<file path="src/rtl/uart_rx_sampler.sv">
// uart_rx_sampler: 16x-oversampling UART receiver, 8 data bits LSB first, one stop bit.
// Define UART_RX_PARITY_EN to insert one even-parity bit between the data and stop bits.
module uart_rx_sampler #(
  parameter int CLK_HZ = 27000000,
  parameter int BAUD   = 115200
) (
  input  logic       clk_i,
  input  logic       rst_i,
  input  logic       rx_i,
  output logic [7:0] data_o,
  output logic       valid_o,
  output logic       ferr_o,
  output logic       perr_o,
  output logic       busy_o
);

  localparam int DIV_RAW = CLK_HZ / (BAUD * 16);
  localparam int DIV     = (DIV_RAW < 1) ? 1 : DIV_RAW;
  localparam int TW      = (DIV > 1) ? $clog2(DIV) : 1;

  typedef enum logic [2:0] {
    S_IDLE,
    S_START,
    S_DATA,
`ifdef UART_RX_PARITY_EN
    S_PARITY,
`endif
    S_STOP
  } state_t;

  state_t        r_state;
  state_t        w_state_next;
  logic          r_sync1;
  logic          r_sync2;
  logic          r_rx_prev;
  logic [1:0]    r_flush;
  logic [TW-1:0] r_tick_cnt;
  logic [3:0]    r_sample;
  logic [2:0]    r_bit_cnt;
  logic [7:0]    r_shift;
  logic [7:0]    r_data;
  logic          r_valid;
  logic          r_ferr;
  logic          w_rx_s;
  logic          w_tick;
  logic          w_fall;
  logic          w_mid_start;
  logic          w_bit_end;

  assign w_rx_s      = r_sync2;
  assign w_tick      = (r_tick_cnt == TW'(DIV - 1));
  // Edge detection waits until the reset-forced ones have left the pipeline,
  // so a line that is already low after reset is treated as a break.
  assign w_fall      = (r_flush == 2'd3) && r_rx_prev && !w_rx_s;
  assign w_mid_start = w_tick && (r_sample == 4'd7);
  assign w_bit_end   = w_tick && (r_sample == 4'd15);

  always_ff @(posedge clk_i) begin
    if (rst_i) begin
      r_sync1   <= 1'b1;
      r_sync2   <= 1'b1;
      r_rx_prev <= 1'b1;
      r_flush   <= 2'd0;
    end else begin
      r_sync1   <= rx_i;
      r_sync2   <= r_sync1;
      r_rx_prev <= r_sync2;
      if (r_flush != 2'd3) begin
        r_flush <= r_flush + 2'd1;
      end
    end
  end

  always_ff @(posedge clk_i) begin
    if (rst_i) begin
      r_state <= S_IDLE;
    end else begin
      r_state <= w_state_next;
    end
  end

  always_comb begin
    w_state_next = r_state;
    case (r_state)
      S_IDLE:   if (w_fall) w_state_next = S_START;
      S_START:  if (w_mid_start) w_state_next = w_rx_s ? S_IDLE : S_DATA;
      S_DATA: begin
        if (w_bit_end && (r_bit_cnt == 3'd7)) begin
`ifdef UART_RX_PARITY_EN
          w_state_next = S_PARITY;
`else
          w_state_next = S_STOP;
`endif
        end
      end
`ifdef UART_RX_PARITY_EN
      S_PARITY: if (w_bit_end) w_state_next = S_STOP;
`endif
      S_STOP:   if (w_bit_end) w_state_next = S_IDLE;
      default:  w_state_next = S_IDLE;
    endcase
  end

  // Counters are zero whenever the FSM sits in IDLE, including the cycle it arrives.
  always_ff @(posedge clk_i) begin
    if (rst_i) begin
      r_tick_cnt <= '0;
      r_sample   <= 4'd0;
    end else if ((r_state == S_IDLE) || (w_state_next == S_IDLE)) begin
      r_tick_cnt <= '0;
      r_sample   <= 4'd0;
    end else begin
      r_tick_cnt <= w_tick ? '0 : r_tick_cnt + TW'(1);
      if ((r_state == S_START) && w_mid_start) begin
        r_sample <= 4'd0;
      end else if (w_tick) begin
        r_sample <= r_sample + 4'd1;
      end
    end
  end

`ifdef UART_RX_PARITY_EN
  logic r_par_err;
  logic r_perr;

  always_ff @(posedge clk_i) begin
    if (rst_i) begin
      r_par_err <= 1'b0;
      r_perr    <= 1'b0;
    end else begin
      r_perr <= 1'b0;
      if (r_state == S_START) begin
        r_par_err <= 1'b0;
      end else if ((r_state == S_PARITY) && w_bit_end) begin
        r_par_err <= w_rx_s ^ (^r_shift);
      end else if ((r_state == S_STOP) && w_bit_end) begin
        r_perr <= r_par_err;
      end
    end
  end

  assign perr_o = r_perr;
`else
  assign perr_o = 1'b0;
`endif

  always_ff @(posedge clk_i) begin
    if (rst_i) begin
      r_bit_cnt <= 3'd0;
      r_shift   <= 8'h00;
      r_data    <= 8'h00;
      r_valid   <= 1'b0;
      r_ferr    <= 1'b0;
    end else begin
      r_valid <= 1'b0;
      r_ferr  <= 1'b0;
      if (r_state == S_START) begin
        r_bit_cnt <= 3'd0;
      end else if ((r_state == S_DATA) && w_bit_end) begin
        r_shift   <= {w_rx_s, r_shift[7:1]};
        r_bit_cnt <= r_bit_cnt + 3'd1;
      end else if ((r_state == S_STOP) && w_bit_end) begin
        if (w_rx_s) begin
          r_data  <= r_shift;
          r_valid <= 1'b1;
        end else begin
          r_ferr  <= 1'b1;
        end
      end
    end
  end

  assign data_o  = r_data;
  assign valid_o = r_valid;
  assign ferr_o  = r_ferr;
  assign busy_o  = (r_state != S_IDLE);

endmodule

</file>
<file path="config.mk">
export PLATFORM = sky130hd
export DESIGN_NAME = uart_rx_sampler
export DESIGN_NICKNAME = d
export VERILOG_FILES = /design/src/rtl/uart_rx_sampler.sv
export SDC_FILE = /design/constraint.sdc
export NUM_CORES = 1
export LEC_CHECK = 0
export BUFFER_PORTS_ARGS = -buffer_cell sky130_fd_sc_hd__buf_2
export CORE_ASPECT_RATIO = 0.75
export CORE_UTILIZATION = 35
export CTS_CLUSTER_DIAMETER = 30
export DETAILED_ROUTE_END_ITERATION = 16
export GPL_TIMING_DRIVEN = 0
export PLACE_DENSITY = 0.49
export SKIP_CTS_REPAIR_TIMING = 1
export SLEW_MARGIN = 15
export SYNTH_ARGS = -nofsm -noshare
export SYNTH_HDL_FRONTEND = slang
export SYNTH_SLANG_ARGS = --single-unit
</file>
<file path="constraint.sdc">
create_clock -name clk_i -period 1.9 [get_ports clk_i]
set_input_delay 0.095 -clock clk_i [delete_from_list [all_inputs] [get_ports clk_i]]
set_output_delay 0.095 -clock clk_i [all_outputs]
set_load 0.02 [all_outputs]
</file>
[Word level (Yosys, flattened, before mapping)]
Cells that the tools add are included.
Storage, ports and cells
  output and inout bits: 12
  word-level logic and storage cells: 55
  register bits: 37
  input bits: 3
Operators by class
  reductions and logical operators: 19
  bitwise logic cells: 3
  eq/ne operators: 9
  $add $sub $neg: 4
  multiplexer cells: 8
Operator list (count)
  two-way mux 3 bit: 4
  case mux 3 bit (4 select lines): 1
  adder 4 x 1 -> 4 bit (second input constant): 2
  equality test 4 bit (second input constant): 2
  logical AND 1 bit: 8
  equality test 3 x 2 -> 1 bit (second input constant): 2
  logical NOT 3 bit: 2
  OR reduction 3 bit: 2
  equality test 4 x 3 -> 1 bit (second input constant): 1
  AND reduction 4 bit: 1
  OR reduction 4 bit: 1
  adder 3 x 1 -> 3 bit (second input constant): 1
  equality test 3 x 1 -> 1 bit (second input constant): 1
  equality test 3 bit (second input constant): 1
  NOT 1 bit: 3
  nonzero test 3 bit: 1
  adder 2 x 1 -> 2 bit (second input constant): 1
  equality test 2 bit (second input constant): 1
  two-way mux 1 bit: 2
  two-way mux 2 bit: 1
  != test 2 bit (second input constant): 1
  AND reduction 2 bit: 1
  OR reduction 2 bit: 1
  logical NOT 1 bit: 1
  logical OR 1 bit: 1

[Logic depth before layout (Yosys ltp)]
  word-level depth: 8
  depth in mapped cells: 7
  mapped depth without buffers: 6

[Worst setup path after synthesis]
Ideal clock, no wire load.
  path type: flip-flop to flip-flop
  from: register r_tick_cnt[0]
  to: register r_shift[1]
  setup time: 0.131 ns
  required time: 1.769 ns
  arrival time: 1.455 ns
  path buffers: 1
  setup slack: 0.314 ns
  stages on the path, launching flop included: 7
  period minus slack after synthesis: 1.586 ns
  cells stage by stage: dfxtp_1 -> ha_1 -> nand3_2 -> nor4_4 -> buf_6 -> mux2i_1 -> nor2_2
Between the ends
  cells in the longest elaborated chain, start to end: 4
Ends and longest elaborated chain
  start: declaration: RTL line 37  | logic [TW-1:0] r_tick_cnt;
  start signal: assignment: RTL line 113  | r_tick_cnt <= w_tick ? '0 : r_tick_cnt + TW'(1);
  equality test 4 bit: RTL line 51  | assign w_tick = (r_tick_cnt == TW'(DIV - 1));
  logical AND 1 bit: RTL line 56  | assign w_bit_end = w_tick && (r_sample == 4'd15);
  logical AND 1 bit: RTL line 159  | end else if ((r_state == S_DATA) && w_bit_end) begin
  AND reduction 2 bit (no line)
  end signal: assignment: RTL line 160  | r_shift <= {w_rx_s, r_shift[7:1]};
  end: declaration: RTL line 40  | logic [7:0] r_shift;
Every way passes these cells.
A chain may end at the register's enable or synchronous reset.

[Final worst setup path]
  from: register r_tick_cnt[0]
  to: register r_data[6], in the netlist data_o[6]
Between the ends
  cells in the longest elaborated chain, start to end: 5
  elaborated cells between the ends (all ways): 6
  classes of those cells: eq/ne (1); bitwise (1); reduce/logical (4)
Ends and longest elaborated chain
  equality test 4 bit *: RTL line 51
  logical AND 1 bit *: RTL line 56
  logical AND 1 bit: RTL line 159
  NOT 1 bit (no line)
  AND reduction 4 bit (no line) *
  end signal: assignment: RTL line 164  | r_data <= r_shift;
  end: declaration: RTL line 41  | logic [7:0] r_data;
Mark *: on every way between the ends. The rest lies on a longest branch, timed or not.

==> impl_metrics.csv <==
group,metric,value,unit
global_route,grt_pass1_wl,4700,um
sta,finClkSkew,0.00782,ns
layout,finish.utilization,0.435,
run,cap_violations,0,
sta,whs,0.158,ns
drt,vias,1058,
place,post-dp-hpwl,1870,um
worst_setup_path,worstSetupEndpoint,"data_o[6]",
global_route,grt_max_degree,12,
worst_setup_path,rrSetupSlack,0.14,ns
synthesis,syn_avg_cell_area,10.4,sq um
drt,drt-vias-per-instance,4.70,
synthesis,ys.flop_type,"dfxtp_1",
sta,period_share,0.926,
die,dieArea,0.00464,sq mm
layout,regArea,741,sq um
clock_tree,cts.reportedPaths.clkPinSlew,0.07,ns
worst_setup_path,r2r-start,"r_tick_cnt[0]",
synthesis,yosys.area.top_type_share,0.485,
worst_setup_path,required,2.04,ns
hold_path,hold_start,"rst_i",
worst_setup_path,critPathLaunch,"r_tick_cnt[0]",
worst_setup_path,critPathMaxFanout,9,
layout,nFillCells,408,
drt,post_drt_wl_per_cell,11.5,um
sta,drv_slew,0,
synthesis,synth_seq_area_share,0.485,
sta,min_period,1.76,ns
sta,slew_headroom,0.590,
drt,ant_nets,0,
clock_tree,cts_tree,"yes",
synthesis,synth_most_common_cell,"dfxtp_1",
layout,syn_to_final_growth,17.4,%
sta,worst_slew_pin_slew,0.614,ns
clock_tree,cts_buffer_depth,2,
outcome,status,"completed",
sta,hold_viol,0,
drt,drt_iter0_markers,66,
synthesis,yosys_register_bits,37,
layout,nets,178,
die,io_pins,15,
layout,fin_area,0.00179,sq mm
hold_path,hold_path.class,"in2reg",
drt,drc_errors,0,
sta,worst_slack,0.141,ns
place,io_buffers,12,
place,routabilityCongestion,0.716,
synthesis,synth_cell_types,40,
sta,rsz0062_at_grt,"true",
clock_tree,ctsHtreeMaxLevel,2,
global_route,gr-usage-all-layers,0.136,
synthesis,syn_inst,147,
worst_setup_path,rr_endpoint,"data_o[6]",
synthesis,yosysTopAreaCell,"dfxtp_1",
global_route,grt_pass1_vias,1017,
die,coreArea,0.00413,sq mm
layout,layout-drive-gt1-share,0.235,
layout,multi_input_area,721,sq um
synthesis,synth_common_cells,"dfxtp_1, mux2i_1, nor2_1, nor2_2, ha_1",
worst_setup_path,startpoint_type,"flop",
die,fp.dieH,59.2,um
synthesis,synthTopCellsByArea,"dfxtp_1, mux2i_1, ha_1",
layout,antenna_cells,0,
sta,fmax,568,MHz
clock_tree,clock-root-buffer,"clkbuf_8",
clock_tree,clock-sinks,37,
sta,setup_viol,0,
die,die_width,78.3,um
place,dpl_cell_area,0.00166,sq mm
clock_tree,cts_made_buffers,5,
synthesis,synth_edf_count,0,
synthesis,ys_async_sr_fraction,0,
synthesis,syn_area,0.00153,sq mm
worst_setup_path,ff2ff_path_depth,6,
worst_setup_path,crit_type,"reg2reg",
die,initial_core_util,0.370,
global_route,antenna_found_initial,0,
worst_setup_path,endpoint_kind,"flop",
drt,dr.pass1.iters,3,
place,pre_cts_slack,0.113,ns
pwr,power.density,857,mW/mm^2
pwr,leakage,0.669,nW
global_route,overflow,0,
synthesis,yosys_warnings,0,
clock_tree,clk_latency,0.28,ns
worst_setup_path,arrival,1.90,ns
pwr,vdd_drop_max,0.000432,V
die,core.rowCount,20,
drt,drt-total-wl,2600,um
==> through the flow <==
step	TNS [ns]	std cells	total power [mW]
floorplan	0	148	0.854
global placement	0	215	0.864
detailed placement	0	215	0.868
CTS	0	223	1.56
global route	-0.0224	225	1.61
finish	0	225	1.54
==> per-layer routing <==
metal,track usage,vias to the layer above,wire (um)
li1,-,545,-
met1,0.180,494,1400
met2,0.203,14,1070
met3,0.0415,5,87
met4,0.0635,0,36
met5,0,-,0
==> cells in the final DEF (no fill, tap or decap), types with 3 or more instances in the layout <==
cell type and n:
clkbuf_8 6, clkbuf_1 5, nor2_1 19, dfxtp_1 37
mux2i_1 20, a211oi_1 3, buf_2 13, xor2_1 3
xnor2_1 4, or2_2 3, ha_1 6, nor2_2 7
nor3_1 4, inv_1 4
==> flip-flops by register name, summed over array words and instances (netlist names) <==
name / flops
data_o: 8
ferr_o: 1
r_bit_cnt: 3
r_flush: 2
r_rx_prev: 1
r_sample: 4
r_shift: 8
r_state: 3
r_sync1: 1
r_sync2: 1
r_tick_cnt: 4
valid_o: 1
==> how the worst min path moves through the flow <==
stage | endpoint | slack, ns | depth (start not counted)
after floorplan | r_sync1 | 0.20 | 1
after global placement | r_sync1 | 0.29 | 2
after detailed placement | r_sync1 | 0.29 | 2
after CTS | r_sync1 | -0.02 | 2
after global routing | valid_o | 0.20 | 2
final | valid_o | 0.16 | 2
==> layout make-up <==
cell class	count	share of cell area
tap	55	0.0384
multi-input combinational	98	0.402
sequential	37	0.413
clock inverter	1	0.0167
buffer	9	0.0307
timing repair buffer	14	0.0432
clock buffer	7	0.0481
inverter	4	0.00837
==> where the power goes <==
group | leakage (nW) | internal, mW | switching (mW) | total, mW
Combinational | 0.311 | 0.0233 | 0.0298 | 0.0531
Sequential | 0.299 | 0.789 | 0.00849 | 0.797
Clock | 0.0585 | 0.428 | 0.259 | 0.687
==> worst max-delay path, stage by stage (launching register included) <==
cell     delay, ns
dfxtp_1       0.38
ha_1          0.22
nand4_1       0.23
nor4_2        0.34
buf_6         0.20
mux2i_1       0.20
nor2_1        0.05
==> logic make-up (layout without fill, tap and decap cells) <==
| family | count (synthesis) | in the layout | share of synthesized area |
|---|---|---|---|
| AO/OA/AOI/OAI | 12 | 12 | 0.0541 |
| XOR/XNOR | 7 | 7 | 0.0401 |
| adder cells (fa/ha/maj) | 6 | 6 | 0.0491 |
| buffers and inverters | 13 | 35 | 0.0459 |
| flip-flops | 37 | 37 | 0.485 |
| multiplexers | 20 | 20 | 0.131 |
| other | 1 | 2 | 0.00245 |
| AND/OR/NAND/NOR | 51 | 51 | 0.192 |
Power figures use the tool's default switching activity.
